$ cat src/rtl/crc_job_if.sv
// crc_job_if: requester job/data handshake and shared CRC engine bus seen by crc_job_arbiter.
interface crc_job_if;
    logic [1:0]  req;
    logic [63:0] cfg_poly;
    logic [63:0] cfg_init;
    logic [1:0]  cfg_refl;
    logic [1:0]  s_valid;
    logic [1:0]  s_ready;
    logic [1:0]  s_last;
    logic [63:0] s_data;
    logic [7:0]  s_wrl;
    logic [1:0]  done;
    logic [31:0] result;
    logic        busy;
    logic        crc_cs;
    logic [1:0]  crc_rs;
    logic [3:0]  crc_wrl;
    logic [31:0] crc_d;
    logic [31:0] crc_q;

    modport master (
        output req, cfg_poly, cfg_init, cfg_refl, s_valid, s_last, s_data, s_wrl, crc_q,
        input  s_ready, done, result, busy, crc_cs, crc_rs, crc_wrl, crc_d
    );

    modport slave (
        input  req, cfg_poly, cfg_init, cfg_refl, s_valid, s_last, s_data, s_wrl, crc_q,
        output s_ready, done, result, busy, crc_cs, crc_rs, crc_wrl, crc_d
    );
endinterface

$ cat src/rtl/crc_job_arbiter.sv
// crc_job_arbiter: round-robin arbiter sequencing two requesters' CRC jobs onto a shared engine bus.
module crc_job_arbiter (
    input logic      clk,
    input logic      rst,
    crc_job_if.slave bus
);
    typedef enum logic [2:0] {IDLE, POLY, INIT, DATA, WAIT, RESULT} state_t;
    state_t      state;
    logic        g, last_g, last, win, beat, refl;
    logic [31:0] poly, init, data;
    logic [3:0]  wrl_raw, wrl;

    always_comb begin
        win = &bus.req ? ~last_g : bus.req[1];
        refl = bus.cfg_refl[g];
        beat = state == DATA && bus.s_valid[g];
        data = g ? bus.s_data[63:32] : bus.s_data[31:0];
        wrl_raw = g ? bus.s_wrl[7:4] : bus.s_wrl[3:0];
        wrl = wrl_raw inside {4'b0001, 4'b0011} ? wrl_raw : 4'b1111;
        bus.s_ready = state == DATA ? (g ? 2'b10 : 2'b01) : 2'b00;
        bus.busy = state != IDLE;
        bus.crc_cs = beat || state inside {POLY, INIT, WAIT, RESULT};
        bus.crc_rs = state == POLY || state == WAIT ? 2'b01 :
                     beat ? {1'b1, refl} :
                     state == RESULT ? {refl, 1'b0} : 2'b00;
        bus.crc_wrl = state == POLY || state == INIT ? 4'b1111 : beat ? wrl : 4'b0000;
        bus.crc_d = state == POLY ? poly : state == INIT ? init : beat ? data : 32'h0;
    end

    // poly/init are captured at grant so later cfg changes cannot leak into the job
    always_ff @(posedge clk or posedge rst) begin
        if (rst) begin
            state <= IDLE;
            g <= 1'b0;
            last_g <= 1'b1;
            last <= 1'b0;
            poly <= 32'h0;
            init <= 32'h0;
            bus.done <= 2'b00;
            bus.result <= 32'h0;
        end else begin
            bus.done <= 2'b00;
            case (state)
                IDLE: if (|bus.req) begin
                    g <= win;
                    poly <= win ? bus.cfg_poly[63:32] : bus.cfg_poly[31:0];
                    init <= win ? bus.cfg_init[63:32] : bus.cfg_init[31:0];
                    state <= POLY;
                end
                POLY: state <= INIT;
                INIT: state <= DATA;
                DATA: if (beat) begin
                    last <= bus.s_last[g];
                    state <= WAIT;
                end
                WAIT: if (bus.crc_q[0]) state <= last ? RESULT : DATA;
                RESULT: begin
                    bus.result <= bus.crc_q;
                    bus.done <= g ? 2'b10 : 2'b01;
                    last_g <= g;
                    state <= IDLE;
                end
                default: state <= IDLE;
            endcase
        end
    end
endmodule

$ cat src/flat_wrapper.sv
// flat-port wrapper written by rule: the top's interface ports become plain ports
module crc_job_arbiter_flat 
  (clk, rst, bus_req, bus_cfg_poly, bus_cfg_init, bus_cfg_refl, bus_s_valid, bus_s_last, bus_s_data, bus_s_wrl, bus_crc_q, bus_s_ready, bus_done, bus_result, bus_busy, bus_crc_cs, bus_crc_rs, bus_crc_wrl, bus_crc_d);
  crc_job_if bus_i ();
  input logic clk;
  input logic rst;
  input wire logic [$bits(bus_i.req)-1:0] bus_req;
  input wire logic [$bits(bus_i.cfg_poly)-1:0] bus_cfg_poly;
  input wire logic [$bits(bus_i.cfg_init)-1:0] bus_cfg_init;
  input wire logic [$bits(bus_i.cfg_refl)-1:0] bus_cfg_refl;
  input wire logic [$bits(bus_i.s_valid)-1:0] bus_s_valid;
  input wire logic [$bits(bus_i.s_last)-1:0] bus_s_last;
  input wire logic [$bits(bus_i.s_data)-1:0] bus_s_data;
  input wire logic [$bits(bus_i.s_wrl)-1:0] bus_s_wrl;
  input wire logic [$bits(bus_i.crc_q)-1:0] bus_crc_q;
  output wire logic [$bits(bus_i.s_ready)-1:0] bus_s_ready;
  output wire logic [$bits(bus_i.done)-1:0] bus_done;
  output wire logic [$bits(bus_i.result)-1:0] bus_result;
  output wire logic [$bits(bus_i.busy)-1:0] bus_busy;
  output wire logic [$bits(bus_i.crc_cs)-1:0] bus_crc_cs;
  output wire logic [$bits(bus_i.crc_rs)-1:0] bus_crc_rs;
  output wire logic [$bits(bus_i.crc_wrl)-1:0] bus_crc_wrl;
  output wire logic [$bits(bus_i.crc_d)-1:0] bus_crc_d;
  assign bus_i.req = bus_req;
  assign bus_i.cfg_poly = bus_cfg_poly;
  assign bus_i.cfg_init = bus_cfg_init;
  assign bus_i.cfg_refl = bus_cfg_refl;
  assign bus_i.s_valid = bus_s_valid;
  assign bus_i.s_last = bus_s_last;
  assign bus_i.s_data = bus_s_data;
  assign bus_i.s_wrl = bus_s_wrl;
  assign bus_i.crc_q = bus_crc_q;
  assign bus_s_ready = bus_i.s_ready;
  assign bus_done = bus_i.done;
  assign bus_result = bus_i.result;
  assign bus_busy = bus_i.busy;
  assign bus_crc_cs = bus_i.crc_cs;
  assign bus_crc_rs = bus_i.crc_rs;
  assign bus_crc_wrl = bus_i.crc_wrl;
  assign bus_crc_d = bus_i.crc_d;
  crc_job_arbiter u_core (.clk(clk), .rst(rst), .bus(bus_i));
endmodule
$ cat config.mk
export PLATFORM = sky130hd
export DESIGN_NAME = crc_job_arbiter_flat
export DESIGN_NICKNAME = d
export VERILOG_FILES = /design/src/rtl/crc_job_if.sv /design/src/rtl/crc_job_arbiter.sv /design/src/flat_wrapper.sv
export SDC_FILE = /design/constraint.sdc
export NUM_CORES = 1
export LEC_CHECK = 0
export BUFFER_PORTS_ARGS = -buffer_cell sky130_fd_sc_hd__buf_2
export CAP_MARGIN = 15
export CELL_PAD_IN_SITES_DETAIL_PLACEMENT = 0
export CELL_PAD_IN_SITES_GLOBAL_PLACEMENT = 1
export CORE_UTILIZATION = 34
export CTS_CLUSTER_SIZE = 12
export DETAILED_ROUTE_END_ITERATION = 6
export GPL_TIMING_DRIVEN = 0
export PLACE_DENSITY = 0.92
export SLEW_MARGIN = 20
export SYNTH_ARGS = -nofsm -noshare
export SYNTH_HDL_FRONTEND = slang
export SYNTH_SLANG_ARGS = --single-unit
$ cat constraint.sdc
create_clock -name clk -period 3.9 [get_ports clk]
set_input_delay 0.78 -clock clk [delete_from_list [all_inputs] [get_ports clk]]
set_output_delay 0.78 -clock clk [all_outputs]
set_load 0.02 [all_outputs]
==> results.toml, run 1 <==
[final_layout]
diodes = 0
final_area_um2 = 8280
final_nets = 1089
drive_gt1_share_pct = 59.9
synthToLayoutAreaGrowth_pct = 36.6
fill_cells = 1659

[pwr]
p_per_area_nw_per_um2 = 862
power.total_w = 0.00714
p_leak_nw = 4.04
ir_drop_v = 0.000385

[die]
start_util_pct = 34.9
io_pins = 318
dieWidth_um = 136
die_h_um = 136
core_area_um2 = 17400
std_cell_rows = 48
fp.dieArea_um2 = 18400

[global_routing]
grt_pass1_vias = 5243
grt.busiest_layer = "met2"
antenna_found_initial = 2
use_met3_pct = 4.64
grt_use_total_pct = 20.4
grt_pass1_wl_um = 28100
use_met1_pct = 25.5
met2_usage_pct = 35.2
grt_max_degree = 60
gr-total-overflow = 0

[critical_path]
crit_top_cell = "buf_2"
reg2regPathDepth = 5
path_cells = "buf_2 > nor3b_2 > clkbuf_1 > nand2_1 > a31oi_1 > buf_2"
r2r_setup_slack_ns = 1.71
worst-path-max-fanout = 10
crit_end = "bus_crc_d[8]"
start_kind = "flop"
required_ns = 3.12
worstReg2RegStart = "u_core.last_g"
arrival_ns = 2.65
startpoint = "u_core.state[2]"
slowest_stage = "nor3b_2"
reg2reg_to = "u_core.poly[25]"
critPathKind = "reg2out"
max_stage_delay_ns = 0.64
crit_path_end_kind = "output port"

[clock_network]
postCtsHoldBufs = 0
postCtsSetupRepairBufs = 0
cts.sinks = 104
clk_pin_slew_worst_paths_ns = 0.08
cts_tree = "done"
cts_buffer_depth = 2
htree_levels = 3
cts_root_buf = "clkbuf_16"
cts_buffers = 9
ctsResizeCount = 0
worst_skew_pair.late_latency_ns = 0.35

[synth]
synth_cells = 518
yosys-top-cells-count = "mux2_2 (128), dfrtp_1 (103), mux2i_1 (68)"
synthArstFlopShare_pct = 100
syn_avg_cell_area_um2 = 11.7
synth_area_leaders = "dfrtp_1 (43%), mux2_2 (24%), mux2i_1 (11%)"
synth-edff-count = 0
syn_area_um2 = 6060
synthFlopType = "dfrtp_1"
ys_types = 38
syn_nets = 760
yosys.area.top_type = "dfrtp_1"
yosysMostFrequentCell = "mux2_2"
ys_ff_latch = 104
ys_seq_area_share_pct = 43.0
synth_top_area_share_pct = 42.5
yosys_warnings = 0

[timing]
tns_ns = 0
rsz0062_at_grt = "no"
slew_headroom_pct = 43.9
setup_viol = 0
fmax_ghz = 0.292
drv_slew = 0
hold_violations = 0
finalWorstPathRequiredPeriod_ns = 3.43
fin_ws_ns = 0.472
tightest_slew_ns = 0.825
worst_clock_skew_ns = 0.00822
timing.final.crit_share_pct = 87.9

[drt]
drc_errors = 0
firstDrtPassIters = 4
drt_iter0_drc = 137
vias_per_cell = 4.92
postRouteAntennaNets = 0
finalWirelength_um = 18800
vias = 5300
wire_per_inst_um = 17.4

[placed_design]
gp_congestion = 0.818
hpwl_um = 14800
pre_cts_slack_ns = 0.717
placed_area_um2 = 7960
portBuffers = 317

[status]
status = "finished clean"

[flow_run]
drv_cap = 0

[min_path]
hold_path_class = "in2async"
[through the flow]
step | utilization (%) | hold slack (ns) | std cells
detailed placement | 45.9 | 0.487 | 1061
global placement | 45.7 | 0.482 | 1060
global route | 47.7 | 0.463 | 1077
floorplan | - | 0.475 | 518
finish | 47.7 | 0.451 | 1077
CTS | 47.7 | 0.444 | 1077
[power by group]
part	leakage [nW]	internal (W)	switching [W]
clock	0.153	0.000464	0.000476
combinational	2.66	0.00181	0.00250
sequential	1.22	0.00163	0.000260
[sequential cells by signal, summed over array words and instances (netlist names)]
name / flops
u_core.state: 3
u_core.bus.done: 2
u_core.last: 1
u_core.last_g: 1
u_core.init: 32
u_core.g: 1
u_core.poly: 32
u_core.bus.result: 32
[logic make-up after synthesis]
group	synth area share (%)
and+or+nand+nor	7.14
xor gates and xnor gates	0.289
DFF	43.0
muxes	35.0
buffers and inverters	5.64
AOI/OAI and AO/OA	8.94
[area by class of cell]
| class | instances | area, µm² | area share, % |
|---|---|---|---|
| Tap cell | 225 | 282 | 3.40 |
| Clock buffer | 9 | 225 | 2.72 |
| Sequential cell | 104 | 2600 | 31.5 |
| Clock inverter | 7 | 88.8 | 1.07 |
| Buffer | 45 | 267 | 3.22 |
| Timing Repair Buffer | 318 | 1610 | 19.5 |
| Inverter | 20 | 80.1 | 0.967 |
| Multi-Input combinational cell | 349 | 3120 | 37.7 |
[how the worst min path moves through the flow]
| stage | cells after the start | startpoint | to |
|---|---|---|---|
| detailed placement | 1 | u_core.bus.result[26] | u_core.bus.result[26] |
| CTS | 2 | rst | u_core.poly[4] |
| finish | 2 | rst | u_core.init[6] |
| floorplan | 2 | u_core.last | u_core.last |
| global route | 2 | rst | u_core.init[6] |
| global placement | 1 | u_core.bus.result[11] | u_core.bus.result[11] |
[layout by cell type, fill, tap and decap left out, drive strengths merged, types with 3 or more instances in the layout]
master	instances
o21ai	8
nor2	20
or3	16
nor3	18
dfrtp	103
mux2	128
inv	24
clkinv	3
buf	352
mux2i	68
a211oi	16
clkbuf	20
nand2	18
o22a	16
a31oi	16
[routing by layer]
layer	part of all wire, %	vias to the layer above
li1	-	2543
met1	42	2518
met2	49	216
met3	6.6	19
met4	1.6	4
met5	0.14	-
[critical path, delay by kind of cell (launching register included)]
| family | cells | cell delay [ns] |
|---|---|---|
| buf+inv | 3 | 0.94 |
| simple gates | 2 | 0.77 |
| compound gates | 1 | 0.19 |
| flops | 1 | 0.39 |
No activity file was read; power rests on OpenSTA's default activity.
==> inputs of run 2 (changes only) <==
- CORE_UTILIZATION: 34 -> 35
- CTS_BUF_LIST: not set -> sky130_fd_sc_hd__clkbuf_2
- PLACE_DENSITY: 0.92 -> 0.94
==> run 2 against run 1 <==
Count of clock-buffer cells in the layout stayed put. Die area is 2.8% lower. Final cell count is 0.46% lower. Maximum frequency is 5.4% lower. Global-route usage is 1.2 points higher. Critical endpoint is now bus_crc_d[10]. Highest routed layer unchanged.
==> results.toml, run 2 (synthesized netlist as in run 1, its figures left out) <==
[timing]
setup_viol = 0
finalWorstPathRequiredPeriod_ns = 3.62
holdWs_ns = 0.120
rsz0062_at_grt = "no"
hold_violations = 0
drv_slew = 0
tightest_slew_ns = 0.667
tns_ns = 0
slew_headroom_pct = 54.7
timing.final.crit_share_pct = 92.9
fmax_ghz = 0.276
worst_clock_skew_ns = 0.0225

[clock_network]
ctsResizeCount = 0
postCtsSetupRepairBufs = 0
cts_buffer_depth = 2
cts_buffers = 9
postCtsHoldBufs = 0
worst_skew_pair.late_latency_ns = 0.60
clk_pin_slew_worst_paths_ns = 0.33
cts_root_buf = "clkbuf_2"
cts.sinks = 104
cts_tree = "done"
htree_levels = 3

[drt]
wire_per_inst_um = 17.9
firstDrtPassIters = 6
postRouteAntennaNets = 0
finalWirelength_um = 19200
drt_iter0_drc = 159
drc_errors = 0
vias_per_cell = 4.95
vias = 5302

[critical_path]
worst-path-max-fanout = 10
required_ns = 3.12
reg2regPathDepth = 5
worstReg2RegStart = "u_core.last_g"
r2r_setup_slack_ns = 1.76
arrival_ns = 2.84
critPathKind = "reg2out"
crit_end = "bus_crc_d[10]"
reg2reg_to = "u_core.poly[29]"
crit_path_end_kind = "output port"
start_kind = "flop"
startpoint = "u_core.state[2]"

[final_layout]
regArea_um2 = 2600
multi_input_area_um2 = 3120
final_common_cell = "buf_2"
synthToLayoutAreaGrowth_pct = 33.4
final_cell_count_no_fill = 1072
reg.largest.list = "u_core.bus.result: 32 flops, u_core.init: 32 flops, u_core.poly: 32 flops"
final_nets = 1089
layout_common_cells = "buf_2 (335), mux2_2 (128), dfrtp_1 (103)"
drive_gt1_share_pct = 59.9
finish.utilization_pct = 48.2
fill_cells = 1602
diodes = 0

[pwr]
power.total_w = 0.00676
p_per_area_nw_per_um2 = 836
p_leak_nw = 3.96
ir_drop_v = 0.000416

[global_routing]
gr-total-overflow = 0
grt_pass1_vias = 5521
grt_max_degree = 56
grt_use_total_pct = 21.6
antenna_found_initial = 2
grt_pass1_wl_um = 29100

[placed_design]
portBuffers = 317
gp_congestion = 0.753
dp_cells = 1056
hpwl_um = 14900

[flow_run]
drv_cap = 0

[die]
start_util_pct = 36.2
fp.dieArea_um2 = 17800
core_area_um2 = 16800
die_h_um = 134
std_cell_rows = 47
io_pins = 318
dieWidth_um = 134

[status]
status = "finished clean"

[min_path]
hold_path_class = "in2async"
==> run 2: cell count changes in the layout (fill, tap and decap cells not counted) <==
cell       previous run  this run
inv_6                 3         2
clkbuf_16             9         0
clkinv_8              3         1
nor3b_2               1         0
clkbuf_2              0         9
nor3b_4               0         1
clkinv_4              0         3
==> run 2: power breakdown <==
group	switching (W)	internal, W	total, W	leakage, nW
combinational	0.00254	0.00181	0.00436	2.66
clock	0.000413	0.000107	0.000520	0.0733
sequential	0.000256	0.00162	0.00188	1.22
==> run 2: worst max-delay path, stage by stage, from the launching register on <==
cell and delay (ns):
dfrtp_1 0.46, buf_2 0.20, nor3b_4 0.49, clkbuf_1 0.51
nand2_1 0.11, a31oi_1 0.26, buf_2 0.22
==> run 2: stage by stage <==
step | setup slack [ns] | area (µm²)
CTS | 0.0290 | 8070
global route | 0.0671 | 8080
detailed placement | 0.519 | 7950
global placement | -0.900 | 7920
finish | 0.277 | 8080
floorplan | 0.389 | 6060
==> run 2: worst min-delay path by stage <==
stage                                from                     to  slack [ns]  cells past startpoint
CTS                                   rst         u_core.init[4]        0.07                      2
global placement    u_core.bus.result[29]  u_core.bus.result[29]        0.48                      1
floorplan                     u_core.last            u_core.last        0.47                      2
finish                                rst         u_core.init[4]        0.12                      2
detailed placement  u_core.bus.result[14]  u_core.bus.result[14]        0.49                      1
global route                          rst         u_core.init[8]        0.07                      2
==> run 2: final cells by class <==
cell class | instances | share of cell area [%]
plain buffers | 45 | 3.30
clock buffers | 9 | 0.557
clock inverters | 7 | 0.913
inverters | 20 | 0.991
multi-input cells | 349 | 38.7
flip-flops and latches | 104 | 32.2
well taps | 220 | 3.41
repair buffers | 318 | 20.0
==> run 2: routing by layer <==
layer	global-route usage, %	share of wire (%)	vias to the layer above
met5	0	0.042	-
met4	5.18	1.2	2
met3	5.10	6.3	17
met2	39.1	51	217
met1	25.5	42	2535
li1	-	-	2531
